<file path="config.mk">
export PLATFORM = sky130hd
export DESIGN_NAME = uart_receiver_flat
export DESIGN_NICKNAME = d
export VERILOG_FILES = /design/src/rtl/uart_receiver_pkg.sv /design/src/rtl/uart_receiver_if.sv /design/src/rtl/uart_receiver_baud_controller.sv /design/src/rtl/uart_receiver.sv /design/src/flat_wrapper.sv
export SDC_FILE = /design/constraint.sdc
export NUM_CORES = 1
export LEC_CHECK = 0
export CAP_MARGIN = 20
export CORE_MARGIN = 5
export CORE_UTILIZATION = 59
export CTS_CLUSTER_DIAMETER = 150
export DETAILED_ROUTE_END_ITERATION = 16
export GPL_ROUTABILITY_DRIVEN = 0
export PLACE_DENSITY = 0.77
export REMOVE_ABC_BUFFERS = 1
export SYNTH_ARGS = -nofsm -noshare
export SYNTH_HDL_FRONTEND = slang
export SYNTH_SLANG_ARGS = --single-unit
</file>
<file path="constraint.sdc">
create_clock -name clk -period 2.8 [get_ports clk]
set_input_delay 0.28 -clock clk [delete_from_list [all_inputs] [get_ports clk]]
set_output_delay 0.28 -clock clk [all_outputs]
set_load 0.05 [all_outputs]
</file>
<file path="src/rtl/uart_receiver_pkg.sv">
// UART receiver shared definitions.
// Baud codes, divisor table, frame constants, FSM encoding.
package uart_pkg;

    localparam int DATA_BITS  = 8;
    localparam int OVERSAMPLE = 16;
    localparam int DEF_CLK_HZ = 50_000_000;

    localparam logic [2:0] BAUD_300    = 3'b000;
    localparam logic [2:0] BAUD_1200   = 3'b001;
    localparam logic [2:0] BAUD_4800   = 3'b010;
    localparam logic [2:0] BAUD_9600   = 3'b011;
    localparam logic [2:0] BAUD_19200  = 3'b100;
    localparam logic [2:0] BAUD_38400  = 3'b101;
    localparam logic [2:0] BAUD_57600  = 3'b110;
    localparam logic [2:0] BAUD_115200 = 3'b111;

    // Clocks per sample tick at 50 MHz, indexed by baud code.
    localparam logic [7:0][13:0] DIV_TABLE = {
        14'd27,  14'd54,   14'd81,   14'd163,
        14'd326, 14'd651,  14'd2604, 14'd10417
    };

    localparam logic [7:0][16:0] BAUD_TABLE = {
        17'd115200, 17'd57600, 17'd38400, 17'd19200,
        17'd9600,   17'd4800,  17'd1200,  17'd300
    };

    typedef enum logic [2:0] {
        ST_IDLE,
        ST_START,
        ST_DATA,
        ST_PARITY,
        ST_STOP,
        ST_BREAK
    } rx_state_e;

    // Elaboration-time divisor table; other clocks get rounded values.
    function automatic logic [7:0][13:0] div_table(input int clk_hz);
        logic [7:0][13:0] t;
        int rate;
        int q;
        t = DIV_TABLE;
        if (clk_hz != DEF_CLK_HZ) begin
            for (int i = 0; i < 8; i++) begin
                rate = int'(BAUD_TABLE[i]);
                q = (clk_hz + rate * (OVERSAMPLE / 2))
                    / (rate * OVERSAMPLE);
                t[i] = q[13:0];
            end
        end
        return t;
    endfunction

endpackage

</file>
<file path="src/rtl/uart_receiver_if.sv">
// Receiver control/result bundle.
// master = receiver, slave = byte consumer.
interface uart_receiver_if;
    logic       Rx_EN;
    logic [7:0] Rx_DATA;
    logic       Rx_VALID;
    logic       Rx_PERROR;
    logic       Rx_FERROR;

    modport master (
        input  Rx_EN,
        output Rx_DATA, Rx_VALID, Rx_PERROR, Rx_FERROR
    );

    modport slave (
        output Rx_EN,
        input  Rx_DATA, Rx_VALID, Rx_PERROR, Rx_FERROR
    );
endinterface

</file>
<file path="src/rtl/uart_receiver_baud_controller.sv">
// 16x oversample tick generator.
// Divider restarts whenever the rate code changes.
module baud_controller
    import uart_pkg::*;
#(
    parameter int CLK_HZ = 50_000_000
) (
    input  logic       reset,
    input  logic       clk,
    input  logic [2:0] baud_select,
    output logic       sample_ENABLE
);

    localparam logic [7:0][13:0] DIVS = div_table(CLK_HZ);

    logic [13:0] cnt_q, cnt_d;
    logic [2:0]  sel_q;
    logic        tick_q, tick_d;

    // Count 0..N-1 and tick on the last count.
    always_comb begin
        tick_d = 1'b0;
        cnt_d  = cnt_q + 14'd1;
        if (baud_select != sel_q) begin
            cnt_d = '0;
        end else if (cnt_q == DIVS[baud_select] - 14'd1) begin
            cnt_d  = '0;
            tick_d = 1'b1;
        end
    end

    // Divider state.
    always_ff @(posedge clk or negedge reset) begin
        if (!reset) begin
            cnt_q  <= '0;
            sel_q  <= '0;
            tick_q <= 1'b0;
        end else begin
            cnt_q  <= cnt_d;
            sel_q  <= baud_select;
            tick_q <= tick_d;
        end
    end

    assign sample_ENABLE = tick_q;

endmodule

</file>
<file path="src/rtl/uart_receiver.sv">
// 8-E-1 UART receiver with 16x oversampling.
// Mid-bit sampling; parity/framing errors as one-cycle pulses.
module uart_receiver
    import uart_pkg::*;
#(
    parameter int CLK_HZ      = 50_000_000,
    parameter int SYNC_STAGES = 2
) (
    input  logic       clk,
    input  logic       reset,
    input  logic [2:0] baud_select,
    input  logic       RxD,
    uart_receiver_if.master rx
);

    localparam int NSYNC = (SYNC_STAGES < 2) ? 2 : SYNC_STAGES;
    localparam logic [3:0] TICK_MID  = 4'(OVERSAMPLE / 2 - 1);
    localparam logic [3:0] TICK_LAST = 4'(OVERSAMPLE - 1);
    localparam logic [2:0] BIT_LAST  = 3'(DATA_BITS - 1);

    logic             tick;
    logic [NSYNC-1:0] sync_q;
    logic             rxd_s;

    rx_state_e  state_q, state_d;
    logic [3:0] cnt_q, cnt_d;
    logic [2:0] bit_q, bit_d;
    logic [7:0] shift_q, shift_d;
    logic       perr_q, perr_d;
    logic [7:0] data_q, data_d;
    logic       valid_q, valid_d;
    logic       perror_q, perror_d;
    logic       ferror_q, ferror_d;

    baud_controller #(.CLK_HZ(CLK_HZ)) u_baud (
        .reset         (reset),
        .clk           (clk),
        .baud_select   (baud_select),
        .sample_ENABLE (tick)
    );

    // Line synchronizer; resets to the idle-high level.
    always_ff @(posedge clk or negedge reset) begin
        if (!reset) begin
            sync_q <= '1;
        end else begin
            sync_q <= {sync_q[NSYNC-2:0], RxD};
        end
    end

    assign rxd_s = sync_q[NSYNC-1];

    // Frame FSM; results are registered so flags land one clock after
    // the mid-stop sample tick.
    always_comb begin
        state_d  = state_q;
        cnt_d    = cnt_q;
        bit_d    = bit_q;
        shift_d  = shift_q;
        perr_d   = perr_q;
        data_d   = data_q;
        valid_d  = 1'b0;
        perror_d = 1'b0;
        ferror_d = 1'b0;
        if (!rx.Rx_EN) begin
            state_d = ST_IDLE;
            cnt_d   = '0;
            bit_d   = '0;
            shift_d = '0;
            perr_d  = 1'b0;
        end else if (tick) begin
            unique case (state_q)
                ST_IDLE: begin
                    if (!rxd_s) begin
                        cnt_d   = '0;
                        state_d = ST_START;
                    end
                end
                ST_START: begin
                    if (cnt_q == TICK_MID) begin
                        cnt_d   = '0;
                        bit_d   = '0;
                        state_d = rxd_s ? ST_IDLE : ST_DATA;
                    end else begin
                        cnt_d = cnt_q + 4'd1;
                    end
                end
                ST_DATA: begin
                    cnt_d = cnt_q + 4'd1;
                    if (cnt_q == TICK_LAST) begin
                        shift_d = {rxd_s, shift_q[7:1]};
                        bit_d   = bit_q + 3'd1;
                        if (bit_q == BIT_LAST) begin
                            state_d = ST_PARITY;
                        end
                    end
                end
                ST_PARITY: begin
                    cnt_d = cnt_q + 4'd1;
                    if (cnt_q == TICK_LAST) begin
                        perr_d  = (^shift_q) ^ rxd_s;
                        state_d = ST_STOP;
                    end
                end
                ST_STOP: begin
                    cnt_d = cnt_q + 4'd1;
                    if (cnt_q == TICK_LAST) begin
                        if (!rxd_s) begin
                            ferror_d = 1'b1;
                            state_d  = ST_BREAK;
                        end else if (perr_q) begin
                            perror_d = 1'b1;
                            state_d  = ST_IDLE;
                        end else begin
                            data_d  = shift_q;
                            valid_d = 1'b1;
                            state_d = ST_IDLE;
                        end
                    end
                end
                ST_BREAK: begin
                    if (rxd_s) begin
                        state_d = ST_IDLE;
                    end
                end
                default: state_d = ST_IDLE;
            endcase
        end
    end

    // FSM and output registers.
    always_ff @(posedge clk or negedge reset) begin
        if (!reset) begin
            state_q  <= ST_IDLE;
            cnt_q    <= '0;
            bit_q    <= '0;
            shift_q  <= '0;
            perr_q   <= 1'b0;
            data_q   <= '0;
            valid_q  <= 1'b0;
            perror_q <= 1'b0;
            ferror_q <= 1'b0;
        end else begin
            state_q  <= state_d;
            cnt_q    <= cnt_d;
            bit_q    <= bit_d;
            shift_q  <= shift_d;
            perr_q   <= perr_d;
            data_q   <= data_d;
            valid_q  <= valid_d;
            perror_q <= perror_d;
            ferror_q <= ferror_d;
        end
    end

    assign rx.Rx_DATA   = data_q;
    assign rx.Rx_VALID  = valid_q;
    assign rx.Rx_PERROR = perror_q;
    assign rx.Rx_FERROR = ferror_q;

endmodule

</file>
<file path="src/flat_wrapper.sv">
// flat-port wrapper written by rule: the top's interface ports become plain ports
module uart_receiver_flat import uart_pkg::*;
#(
    parameter int CLK_HZ      = 50_000_000,
    parameter int SYNC_STAGES = 2
)
  (clk, reset, baud_select, RxD, rx_Rx_EN, rx_Rx_DATA, rx_Rx_VALID, rx_Rx_PERROR, rx_Rx_FERROR);
  uart_receiver_if rx_i ();
  input  logic clk;
  input  logic reset;
  input  logic [2:0] baud_select;
  input  logic RxD;
  input wire logic [$bits(rx_i.Rx_EN)-1:0] rx_Rx_EN;
  output wire logic [$bits(rx_i.Rx_DATA)-1:0] rx_Rx_DATA;
  output wire logic [$bits(rx_i.Rx_VALID)-1:0] rx_Rx_VALID;
  output wire logic [$bits(rx_i.Rx_PERROR)-1:0] rx_Rx_PERROR;
  output wire logic [$bits(rx_i.Rx_FERROR)-1:0] rx_Rx_FERROR;
  assign rx_i.Rx_EN = rx_Rx_EN;
  assign rx_Rx_DATA = rx_i.Rx_DATA;
  assign rx_Rx_VALID = rx_i.Rx_VALID;
  assign rx_Rx_PERROR = rx_i.Rx_PERROR;
  assign rx_Rx_FERROR = rx_i.Rx_FERROR;
  uart_receiver #(.CLK_HZ(CLK_HZ), .SYNC_STAGES(SYNC_STAGES)) u_core (.clk(clk), .reset(reset), .baud_select(baud_select), .RxD(RxD), .rx(rx_i));
endmodule
</file>
==> impl_results.md, run 1 <==
- Clock-pin slew on the worst setup and hold paths: 0.10 ns
- Fraction of registers with async set/reset: 1.00
- Tcrit/Tclk final: 0.934
- Core Region: 0.00504 mm²
- Hold Crit Class: reg -> reg
- Detailed Route WL: 6310 µm
- Worst EP arrival: 2.80 ns
- Grt met3 use: 0.0285
- Worst Setup Start Kind: primary input
- Max Slew Vio Count: 0
- Setup WS pre-CTS: -0.484 ns
- Port-buffer cells: 17
- Pwr dens: 475 mW/mm²
- Setup violators final: 0
- RSZ-0062 raised after global routing: no
- Drt pass-1 iters: 5
- Routed len/inst: 15.1 µm
- Antenna-violating nets left: 0
- Sink Count: 50
- Cell taking the most area after synthesis: dfrtp_1
- Post-route DRC: 0
- Crit-path max FO: 7
- Gr busiest metal: met2
- Vias post-DR: 2,439
- Max Root-Sink Buffers: 2
- GRT Total Usage: 0.205
- Die width: 81.7 µm
- WHS Endpoint: u_core.sync_q[1]
- Synth area leaders: dfrtp_1, xnor2_1, ha_1, nand2_1, xor2_1
- Worst skew pair latency: 0.30 ns
- Sequential area share after synthesis: 0.413
- Root buf cell: clkbuf_8
- Worst slew margin: 0.301
- H-Tree Depth: 2
- Yosys cell types: 58
- Ant. Diodes: 0
- Final Net Count: 367
- Grt total ovfl: 0
- DRT iter0 DRCs: 126
- Status: complete, no violations
- Final worst slack: 0.185 ns
- Final-report hold violation count: 0
- Worst setup EP type: flip-flop
- Final worst path period need: 2.62 ns
- Row cnt: 26
- Post-synth EDFFs: 0
- Worst R2R Setup Slack: 0.41 ns
- Die area: 0.00668 mm²
- I/O pins: 18
- Worst Hold Launch: u_core.sync_q[0]
- FF-to-FF path depth: 6
- Vias in the first global route: 2,346
- Worst-Margin Slew: 1.04 ns
- LEAKAGE: 0.00164 µW
- CP Class: in -> reg
- Fill cells: 370
- Ys flop type: dfrtp_1
- Share of cells above drive strength 1: 0.209
- Register area: 0.00125 mm²
- Footprint of the multi-input gates: 0.00170 mm²
- Post-Syn Area: 0.00304 mm²
- Maximum vdd ir drop: 0.228 mV
- Layout overhead on the synthesized area: 18.8%
- Setup Buffers After CTS: 0
- DR vias/cell: 5.82
- Hpwl dp: 4590 µm
- Met2 Usage GRT: 0.364
- Required @ worst endpoint: 2.98 ns
- Initial Utilization: 0.602
- Synth top area share: 0.396
- Total CTS buffers: 5
- Initial antenna violation count: 0
- F_max: 382 MHz
- Most common cell in the netlist: dfrtp_1
- Mean Syn Cell Area: 9.98 µm²
- Clock skew: 0.00866 ns
- CTS tree: built
- Global-route wire length before repair: 10,800 µm
- Commonest cells in the synthesized netlist: dfrtp_1, nand2_1, xnor2_1, nor2_1, xor2_1
- Ys Warns: 0
- Critical R2R Launch: u_core.state_q[0]
- Met1 Resource Use GR: 0.260
- Max cap viols: 0
- Largest net degree at the start of global routing: 51
- Post-synthesis register bit count: 50
- Die height: 81.7 µm
- R2r endpoint: u_core.bit_q[0]
- WHS Path Cells: 0
- Power Total: 1710 µW
- Synth Instances: 304
cells in the final DEF (no fill, tap or decap), types with 2 or more instances in the layout:
| master | instances |
|---|---|
| dfrtp_1 | 48 |
| inv_1 | 7 |
| a211oi_1 | 3 |
| nor3b_1 | 3 |
| and3_1 | 4 |
| a22o_1 | 11 |
| o22ai_1 | 3 |
| xor2_1 | 13 |
| xnor2_1 | 21 |
| clkbuf_8 | 5 |
| o21ai_0 | 12 |
| nor2b_1 | 6 |
| ha_1 | 12 |
| nor2_1 | 16 |
| nand2_1 | 34 |
| nand4_1 | 5 |
| a211o_1 | 2 |
| nand2b_1 | 5 |
| mux2i_1 | 3 |
| or3_1 | 2 |
| dfstp_2 | 2 |
| mux2_2 | 10 |
| nand3_1 | 11 |
| a31oi_1 | 2 |
| a21oi_1 | 6 |
| and2_1 | 3 |
| nand3b_1 | 2 |
| nand4b_1 | 3 |
| nor3_1 | 5 |
| nor2_2 | 11 |
| dlygate4sd2_1 | 2 |
| buf_4 | 29 |
| clkdlybuf4s50_1 | 13 |
| a41o_1 | 2 |
timing repair:
item / in CTS / in global routing
gates cloned: 0 / 0
resized for setup: 9 / 1
hold buffers: 0 / 1
endpoints found under the hold margin: 0 / 16
setup endpoints to repair: 14 / 14
pin swaps: 4 / 1
sequential cells by signal, summed over array words and instances (netlist names), 2 cells and up:
| name | count |
|---|---|
| u_core.sync_q | 2 |
| u_core.bit_q | 3 |
| u_core.u_baud.cnt_q | 14 |
| u_core.cnt_q | 4 |
| u_core.rx.Rx_DATA | 8 |
| u_core.u_baud.sel_q | 3 |
| u_core.shift_q | 8 |
| u_core.state_q | 3 |
worst max path at each step:
stage                         startpoint                       to  slack, ns  cells past startpoint
final                     baud_select[1]   u_core.u_baud.cnt_q[0]       0.18                     13
after global routing      baud_select[0]   u_core.u_baud.cnt_q[0]       0.03                     14
after CTS                 baud_select[1]   u_core.u_baud.cnt_q[0]        0.1                     14
after detailed placement  baud_select[1]   u_core.u_baud.cnt_q[9]      -0.48                     14
after global placement    baud_select[1]   u_core.u_baud.cnt_q[6]      -0.41                     13
after floorplan           baud_select[0]  u_core.u_baud.cnt_q[13]      -0.03                     12
area by class of cell:
type	instances	share of cell area
clock inverters	3	0.0135
repair buffers	49	0.117
multi-input cells	235	0.471
well taps	70	0.0243
clock buffers	5	0.0191
inverters	7	0.00728
flip-flops and latches	50	0.348
cell families after synthesis:
logic type / synth area share
AO/OA/AOI/OAI: 0.134
XOR/XNOR: 0.0981
adder cells (fa/ha/maj): 0.0495
buffers and inverters: 0.0334
flip-flops: 0.413
multiplexers: 0.0507
AND/OR/NAND/NOR: 0.221
critical path, cell delays in order:
cell	delay (ns)
dlygate4sd2_1	0.25
inv_1	0.08
ha_1	0.20
a21o_1	0.19
ha_1	0.28
xnor2_1	0.14
a2111oi_2	0.37
buf_4	0.16
and3b_2	0.20
o211ai_2	0.11
nor4b_4	0.30
buf_4	0.21
nor3b_1	0.05
layer usage:
layer	up-vias	share of wire
li1	1174	-
met1	1190	0.43
met2	71	0.53
met3	4	0.036
met4	0	0.0063
met5	-	0
where the power goes:
part	internal [µW]	switching, µW	total, µW
logic	164	190	354
registers	758	68.1	826
clock network	273	260	533
total	1190	518	1710
metrics by stage:
stage	setup TNS [ns]	cells	utilization	hold WS [ns]	area, µm²
finish	0	419	0.715	0.368	3610
global route	0	419	0.715	0.376	3610
CTS	0	417	0.709	0.199	3580
detailed placement	-6.84	409	0.682	0.354	3440
global placement	-5.79	409	0.682	0.348	3440
floorplan	-0.135	292	-	-0.0156	2960
Power figures use the tool's default switching activity.
==> run 2: changes to the inputs <==
Settings changed: ABC_CLOCK_PERIOD_IN_PS set to 2800, DONT_BUFFER_PORTS set to 1, PLACE_DENSITY 0.77 to 0.73.
==> run 2 against run 1 <==
Final cell count is 9.3% lower. Cell area is 9.8% lower. Flip-flop and latch count stayed put. Largest power group unchanged. Critical path depth stayed put.
==> impl_results.md, run 2 (same netlist as run 1, synthesis figures left out) <==
- Commonest cells after routing, fill and taps aside: dfrtp_1, nand2_1, xnor2_1
- DRT iter0 DRCs: 117
- DR vias/cell: 5.93
- Maximum vdd ir drop: 0.231 mV
- Post-route DRC: 0
- CP Class: in -> reg
- WHS Path Cells: 1
- Worst-Margin Slew: 0.995 ns
- Tcrit/Tclk final: 0.858
- Antenna-violating nets left: 0
- Largest register FFs: 14
- Worst EP arrival: 2.59 ns
- Row cnt: 26
- Ant. Diodes: 0
- FF-to-FF path depth: 6
- Worst Setup Start Kind: primary input
- GRT Total Usage: 0.193
- Worst skew pair latency: 0.31 ns
- Required @ worst endpoint: 2.99 ns
- Vias in the first global route: 2,189
- Hold Crit Class: in -> reg
- I/O pins: 18
- Clock skew: 0.00867 ns
- Final-report hold violation count: 0
- Most flop-heavy register: u_core.u_baud.cnt_q
- Global-route wire length before repair: 10000 µm
- Setup violators final: 0
- Critical R2R Launch: u_core.state_q[0]
- Total CTS buffers: 5
- Layout overhead on the synthesized area: 7.17%
- F_max: 416 MHz
- Root buf cell: clkbuf_8
- Die height: 81.7 µm
- Pwr dens: 484 mW/mm²
- Final worst path period need: 2.40 ns
- Max Slew Vio Count: 0
- R2r endpoint: u_core.bit_q[0]
- Core Region: 0.00504 mm²
- Final Net Count: 328
- Max Root-Sink Buffers: 2
- Commonest non-fill, non-tap cell in the layout: dfrtp_1
- Status: complete, no violations
- Crit-path max FO: 14
- RSZ-0062 raised after global routing: no
- Die area: 0.00668 mm²
- Worst Hold Launch: rx_Rx_EN
- Sink Count: 50
- Routed len/inst: 15.2 µm
- Worst setup EP type: flip-flop
- Grt total ovfl: 0
- CTS tree: built
- Port-buffer cells: 0
- Vias post-DR: 2,255
- WHS Endpoint: u_core.state_q[2]
- Drt pass-1 iters: 4
- LEAKAGE: 0.00145 µW
- Finished Cell Area: 0.00325 mm²
- Clock-pin slew on the worst setup and hold paths: 0.09 ns
- Share of cells above drive strength 1: 0.135
- Post-layout util: 0.645
- Largest net degree at the start of global routing: 51
- Crit path launch: baud_select[0]
- Worst R2R Setup Slack: 0.48 ns
- Die width: 81.7 µm
- H-Tree Depth: 2
- Hpwl dp: 4130 µm
- Detailed Route WL: 5760 µm
- Initial antenna violation count: 0
- Area after DPL: 0.00308 mm²
- Max cap viols: 0
- Initial Utilization: 0.602
- Worst slew margin: 0.332
## run 2: changes by cell type in the layout (fill, tap and decap cells not counted), moves of 2 or more
cell | before | now
buf_4 | 29 | 4
clkdlybuf4s50_1 | 13 | 0
clkinv_4 | 0 | 2
dlygate4sd2_1 | 2 | 0
dlygate4sd3_1 | 1 | 5
## run 2: layer usage
layer  vias up  GRT usage  wire length [µm]
met5         -          0                 0
met4         0     0.0847               199
met3        20     0.0340               231
met2        48      0.321              2850
met1      1090      0.246              2480
li1       1097          -                 -
## run 2: layout make-up
class | instances | area (µm²)
Clock inverter | 3 | 28.8
Fill cell | 411 | 1790
Multi-Input combinational cell | 235 | 1680
Sequential cell | 50 | 1250
Inverter | 7 | 26.3
Tap cell | 70 | 87.6
Clock buffer | 5 | 68.8
Timing Repair Buffer | 10 | 108
## run 2: worst max path at each step
stage	to	cells past startpoint
after floorplan	u_core.u_baud.cnt_q[13]	12
final	u_core.u_baud.cnt_q[0]	13
after global placement	u_core.u_baud.cnt_q[0]	13
after detailed placement	u_core.u_baud.cnt_q[2]	13
after global routing	u_core.bit_q[0]	6
after CTS	u_core.u_baud.cnt_q[2]	13
## run 2: through the flow
step,cells,setup slack (ns),TNS [ns],total power [µW],hold WS (ns)
floorplan,292,-0.0343,-0.135,1050,-0.0156
global placement,366,0.143,0,1110,-0.0144
detailed placement,366,0.0928,0,1120,-0.0143
CTS,380,0.420,0,1590,0.0973
global route,380,0.249,0,1670,0.0998
finish,380,0.397,0,1580,0.108
## run 2: report_power, final
group | total (µW) | leakage, µW | internal, µW | switching (µW)
registers | 826 | 0.000680 | 758 | 68.0
logic | 304 | 0.000724 | 137 | 166
clock network | 447 | 0.0000502 | 185 | 261
## run 2: what timing repair did
item | in CTS | in global routing
hold endpoints to repair | 54 | 0
buffers inserted | 0 | 0
hold buffers | 6 | 0
resized for setup | 0 | 0
## run 2: worst max-delay path: stages
cell and delay (ns):
inv_1 0.05, ha_1 0.21, nand2_1 0.06, nand2_1 0.07
ha_1 0.20, nor4bb_1 0.38, o22ai_1 0.19, mux2_1 0.33
nand2_1 0.06, o211ai_1 0.14, nor4b_4 0.27, buf_4 0.27
nor3b_1 0.07
